**src/rtl/pc_sequencer.sv**
```systemverilog
// Program-counter sequencer: next-PC select, fetch handshake,
// run/halt/fault control and retired-instruction counting.
module pc_sequencer #(
   parameter int              XLEN     = 32,
   parameter logic [XLEN-1:0] RESET_PC = '0
) (
   input  logic            clk,
   input  logic            rst_n,
   input  logic [1:0]      pc_selection,
   input  logic [XLEN-1:0] branch_target,
   input  logic [XLEN-1:0] alu_result,
   input  logic            fetch_ack,
   input  logic            stall,
   input  logic            resume,
   output logic [XLEN-1:0] pc,
   output logic [XLEN-1:0] pc_plus4,
   output logic            fetch_req,
   output logic            halted,
   output logic            fault,
   output logic [XLEN-1:0] fault_pc,
   output logic [31:0]     instret
);

   typedef enum logic [1:0] {
      S_BOOT,
      S_RUN,
      S_HALT,
      S_FAULT
   } state_e;

   state_e          state_q, state_d;
   logic [XLEN-1:0] pc_q, pc_d;
   logic [XLEN-1:0] fault_pc_q, fault_pc_d;
   logic [31:0]     instret_q, instret_d;
   logic            fetch_req_q, halted_q, fault_q;

   logic            commit;
   logic            xfer;
   logic [XLEN-1:0] target;

   assign pc_plus4 = pc_q + XLEN'(4);
   assign commit   = (state_q == S_RUN) && fetch_ack && !stall;
   assign xfer     = (pc_selection == 2'b01) || (pc_selection == 2'b10);

   always_comb begin
      target = pc_plus4;
      unique case (pc_selection)
         2'b01:   target = {alu_result[XLEN-1:1], 1'b0};
         2'b10:   target = branch_target;
         default: target = pc_plus4;
      endcase
   end

   always_comb begin
      state_d    = state_q;
      pc_d       = pc_q;
      fault_pc_d = fault_pc_q;
      instret_d  = instret_q;
      unique case (state_q)
         S_BOOT: state_d = S_RUN;
         S_RUN: begin
            if (commit) begin
               // A misaligned jump target freezes the core at the offender.
               if (xfer && target[1]) begin
                  state_d    = S_FAULT;
                  fault_pc_d = pc_q;
               end else begin
                  pc_d      = target;
                  instret_d = instret_q + 32'd1;
                  if (pc_selection == 2'b11) state_d = S_HALT;
               end
            end
         end
         S_HALT: if (resume) state_d = S_RUN;
         default: state_d = state_q;
      endcase
   end

   always_ff @(posedge clk or negedge rst_n) begin
      if (!rst_n) begin
         state_q     <= S_BOOT;
         pc_q        <= RESET_PC;
         fault_pc_q  <= '0;
         instret_q   <= '0;
         fetch_req_q <= 1'b0;
         halted_q    <= 1'b0;
         fault_q     <= 1'b0;
      end else begin
         state_q     <= state_d;
         pc_q        <= pc_d;
         fault_pc_q  <= fault_pc_d;
         instret_q   <= instret_d;
         fetch_req_q <= (state_d == S_RUN);
         halted_q    <= (state_d == S_HALT);
         fault_q     <= (state_d == S_FAULT);
      end
   end

   assign pc        = pc_q;
   assign fetch_req = fetch_req_q;
   assign halted    = halted_q;
   assign fault     = fault_q;
   assign fault_pc  = fault_pc_q;
   assign instret   = instret_q;

endmodule

```
**config.mk**
```make
export PLATFORM = sky130hd
export DESIGN_NAME = pc_sequencer
export DESIGN_NICKNAME = d
export VERILOG_FILES = /design/src/rtl/pc_sequencer.sv
export SDC_FILE = /design/constraint.sdc
export NUM_CORES = 1
export LEC_CHECK = 0
export CAP_MARGIN = 25
export CORE_AREA = 5 5 107 149
export CTS_CLUSTER_DIAMETER = 120
export DETAILED_ROUTE_END_ITERATION = 8
export DIE_AREA = 0 0 112 154
export PLACE_DENSITY = 0.75
export SLEW_MARGIN = 20
export SYNTH_ARGS = -nofsm -noshare
export SYNTH_HDL_FRONTEND = slang
export SYNTH_SLANG_ARGS = --single-unit
```
**constraint.sdc**
```tcl
create_clock -name clk -period 1.8 [get_ports clk]
set_clock_uncertainty 0.1 [all_clocks]
set_input_delay 0.18 -clock clk [delete_from_list [all_inputs] [get_ports clk]]
set_output_delay 0.18 -clock clk [all_outputs]
set_load 0.01 [all_outputs]
```
==> flow_summary_export.csv <==
group,metric,value,unit
setup_path,start_kind,"register",
pwr,p_int,6750,uW
placement,dp.cells,1037,
synth,async_flop_share,1.00,
floorplan,die_y,154,um
route,dr.pass1.iters,5,
global_routing,grt_max_degree,63,
worst_hold_path,min_path_type,"in2async",
route,drc,0,
finish,syn_to_final_growth,77.9,%
clocking,cts_tree,"done",
finish,final_util,0.714,
global_routing,grt_pass1_vias,6619,
finish,final_cell_area,0.0103,mm2
clocking,htreeDepth,3,
clocking,cts.path.max_buffers,2,
clocking,ctsRootBufferMaster,"clkbuf_16",
finish,final_nets,984,
timing,timing.final.crit_share,1.25,
setup_path,path_delay_family,"simple AND/OR/NAND/NOR gates",
timing,period_needed,2240,ps
clocking,cts.sinks,101,
synth,ys_ff_latch,101,
job,max-cap-violations,0,
pwr,p_clk_frac,0.198,
clocking,insertion_delay,360,ps
synth,synthXorXnorAreaFrac,0.0865,
synth,netlist_area,0.00577,mm2
floorplan,io_pins,202,
route,wl_per_cell,21.8,um
route,wirelength,24.1,mm
timing,setup_viol,38,
pwr,combPwrFrac,0.493,
synth,syn_inst,563,
setup_path,endpoint_kind,"output pin",
route,ant_nets,0,
synth,yosysSeqAreaShare,0.438,
synth,synth-edff-count,0,
pwr,p_switching,3910,uW
synth,yosys_most_used_dff,"dfrtp_1",
setup_path,cp.depth,5,
run_status,violations,"setup timing",
setup_path,crit_fanout,5,
setup_path,critPathMaxStageDelay,610,ps
pwr,total_leakage_power,0.00458,uW
synth,ys_types,64,
placement,place_ws,-590,ps
route,routed_via_density,5.80,
synth,synth_nets,639,
timing,fin_ws,-444,ps
timing,tightestPinTransition,484,ps
global_routing,grt_pass1_wl,35.8,mm
synth,synth_top_family_by_area,"simple AND/OR/NAND/NOR gates",
placement,io_buffers,200,
floorplan,start_util,0.402,
pwr,sw_frac_of_total,0.367,
placement,hpwl,16.2,mm
setup_path,arrival,1960,ps
floorplan,rows,52,
pwr,powerDensity,1040,mW/mm2
setup_path,critPathRequiredTime,1520,ps
placement,placed_area,0.00905,mm2
placement,gp_congestion,0.859,
setup_path,r2r_setup_slack,-250,ps
global_routing,grt_antenna_before_repair,0,
pwr,p_total,10700,uW
timing,fmax,446,MHz
finish,final-instance-count-excl-fill,1102,
setup_path,critPathBufInv,2,
finish,fill_cells,972,
synth,synth-compound-area-share,0.143,
finish,final_common_cell,"clkdlybuf4s50_1",
timing,slew_headroom,0.677,
setup_path,slowest_stage,"or4_4",
clocking,numCtsBuffers,9,
setup_path,r2r_cells,9,
setup_path,setup.worst_path.start,"pc[15]$_DFFE_PN0P_",
pwr,vdd_drop_max,0.628,mV
finish,layout_common_cells,"154 x clkdlybuf4s50_1, 138 x buf_4, 91 x dfrtp_1",
setup_path,rr_startpoint,"pc[3]$_DFFE_PN0P_",
synth,yosysWarnings,0,
route,via_count,6393,
setup_path,r2r_end,"pc[28]$_DFFE_PN0P_",
synth,synth_area_per_cell,10.3,um2
finish,diodes,0,
global_routing,grt_usage,0.255,
timing,rsz0062_at_grt,"yes",
timing,finalHoldViolations,0,
route,drt_iter0_drc,380,
setup_path,crit_type,"reg2out",
synth,synth-simple-area-share,0.197,
global_routing,gr-total-overflow,0,
timing,maxSlewViolCount,0,
run_status,status,"complete, but fails checks",
pwr,p_seq_frac,0.309,
floorplan,coreArea,0.0144,mm2
finish,drive_above_1_share,0.411,
setup_path,crit_chain,"buf_6 -> nand4_1 -> or4_4 -> xnor2_2 -> buf_2",
synth,synthAdderAreaFrac,0.0108,
clocking,clkTransAtPathRegs,80,ps
synth,synthMuxAreaShare,0.0754,
setup_path,worstSetupEndpoint,"pc_plus4[17]",
floorplan,die_x,112,um
floorplan,dieArea,0.0172,mm2
## power by group through the flow
| stage | clock network (uW) | logic (uW) | registers (uW) |
|---|---|---|---|
| 6_report | 2110 | 5250 | 3290 |
| 5_1_grt | 2220 | 5520 | 3350 |
| 4_1_cts | 2110 | 4900 | 3240 |
| 3_5_place_dp | 0 | 4850 | 3270 |
| 3_3_place_gp | 0 | 4780 | 3230 |
| 2_1_floorplan | 0 | 1800 | 3490 |
## cells in the mapped netlist, types with 3 or more instances
cell type	n	area [um2]
and4_1	7	61.3
a31oi_1	6	37.5
and3_1	12	75.1
o22a_1	7	61.3
ha_1	5	62.6
nand2b_1	3	18.8
nand3_1	37	185
nor4_1	10	62.6
nor3_1	12	60.1
o31ai_1	4	30.0
dfrtp_1	101	2530
nor4_4	3	63.8
clkbuf_1	21	78.8
inv_1	11	41.3
a221o_1	11	110
xor2_1	11	96.3
a41oi_1	3	26.3
nand2_1	33	124
mux2i_1	3	30.0
nor2_1	21	78.8
o21a_1	3	22.5
a311oi_1	7	61.3
nand4_1	31	194
xnor2_1	46	403
a22oi_1	6	45.0
a21oi_1	7	35.0
o311a_1	3	30.0
and2_1	5	31.3
mux2_2	35	394
buf_4	8	60.1
or3_1	4	25.0
a221oi_1	16	140
buf_1	5	18.8
buf_2	17	85.1
o21ai_0	13	65.1
## stage by stage
stage / setup TNS (ps) / hold slack, ps
finish: -9550 / 161
global route: -11660 / 189
CTS: -8640 / 164
detailed placement: -53210 / 5.44
global placement: -48140 / 1.14
floorplan: -13.2 / -216
## worst min path at each step
stage               start                      end  slack (ps)  cells past startpoint
finish              rst_n  fault_pc[2]$_DFFE_PN0P_         160                      2
global route        rst_n  fault_pc[2]$_DFFE_PN0P_         190                      2
CTS                 rst_n  fault_pc[2]$_DFFE_PN0P_         160                      2
detailed placement  rst_n  fault_pc[2]$_DFFE_PN0P_           5                      1
global placement    rst_n  fault_pc[2]$_DFFE_PN0P_           1                      1
floorplan           rst_n          fault$_DFF_PN0_        -220                      0
## flip-flops by register name, indices dropped and copies added, names as in the netlist
name,flops
fetch_req,1
halted,1
instret,32
fault,1
fault_pc,32
pc,32
state_q,2
## per-layer routing
layer,GRT usage,up-vias,wire length [um]
li1,-,2794,-
met1,0.283,3200,8430
met2,0.474,316,13000
met3,0.0468,83,1600
met4,0.109,0,1030
met5,0,-,0
## kinds of logic (layout without fill, tap and decap cells)
| family | count (synthesis) | count (layout) |
|---|---|---|
| compound gates | 104 | 104 |
| buf+inv | 63 | 412 |
| simple gates | 194 | 195 |
| mux | 39 | 39 |
| xor+xnor | 57 | 57 |
| flops | 101 | 101 |
| fa+ha+maj | 5 | 5 |
## worst reg2reg max path: cells and delay by family, from the launching register on
kind                       cells  cell delay [ps]
AOI/OAI and AO/OA              2              410
adders and majority gates      1              160
buffers and inverters          4              480
DFF                            1              440
and+or+nand+nor                2              340
## timing repair
item	4_1_cts	5_1_grt
cloned	1	0
gates resized for setup	200	80
endpoints found under the setup margin	118	74
hold buffers	1	0
pin swaps	43	51
buffers inserted	32	23
endpoints found under the hold margin	39	0
## final cells by class
| cell class | instances | area, um2 | share of cell area |
|---|---|---|---|
| sequential | 101 | 2540 | 0.247 |
| timing repair buffer | 384 | 3550 | 0.346 |
| multi-input combinational | 400 | 3580 | 0.349 |
| clock buffer | 9 | 225 | 0.0219 |
| inverter | 12 | 45.0 | 0.00439 |
| tap | 189 | 236 | 0.0230 |
| clock inverter | 7 | 92.6 | 0.00902 |
No activity file was read; power rests on OpenSTA's default activity.
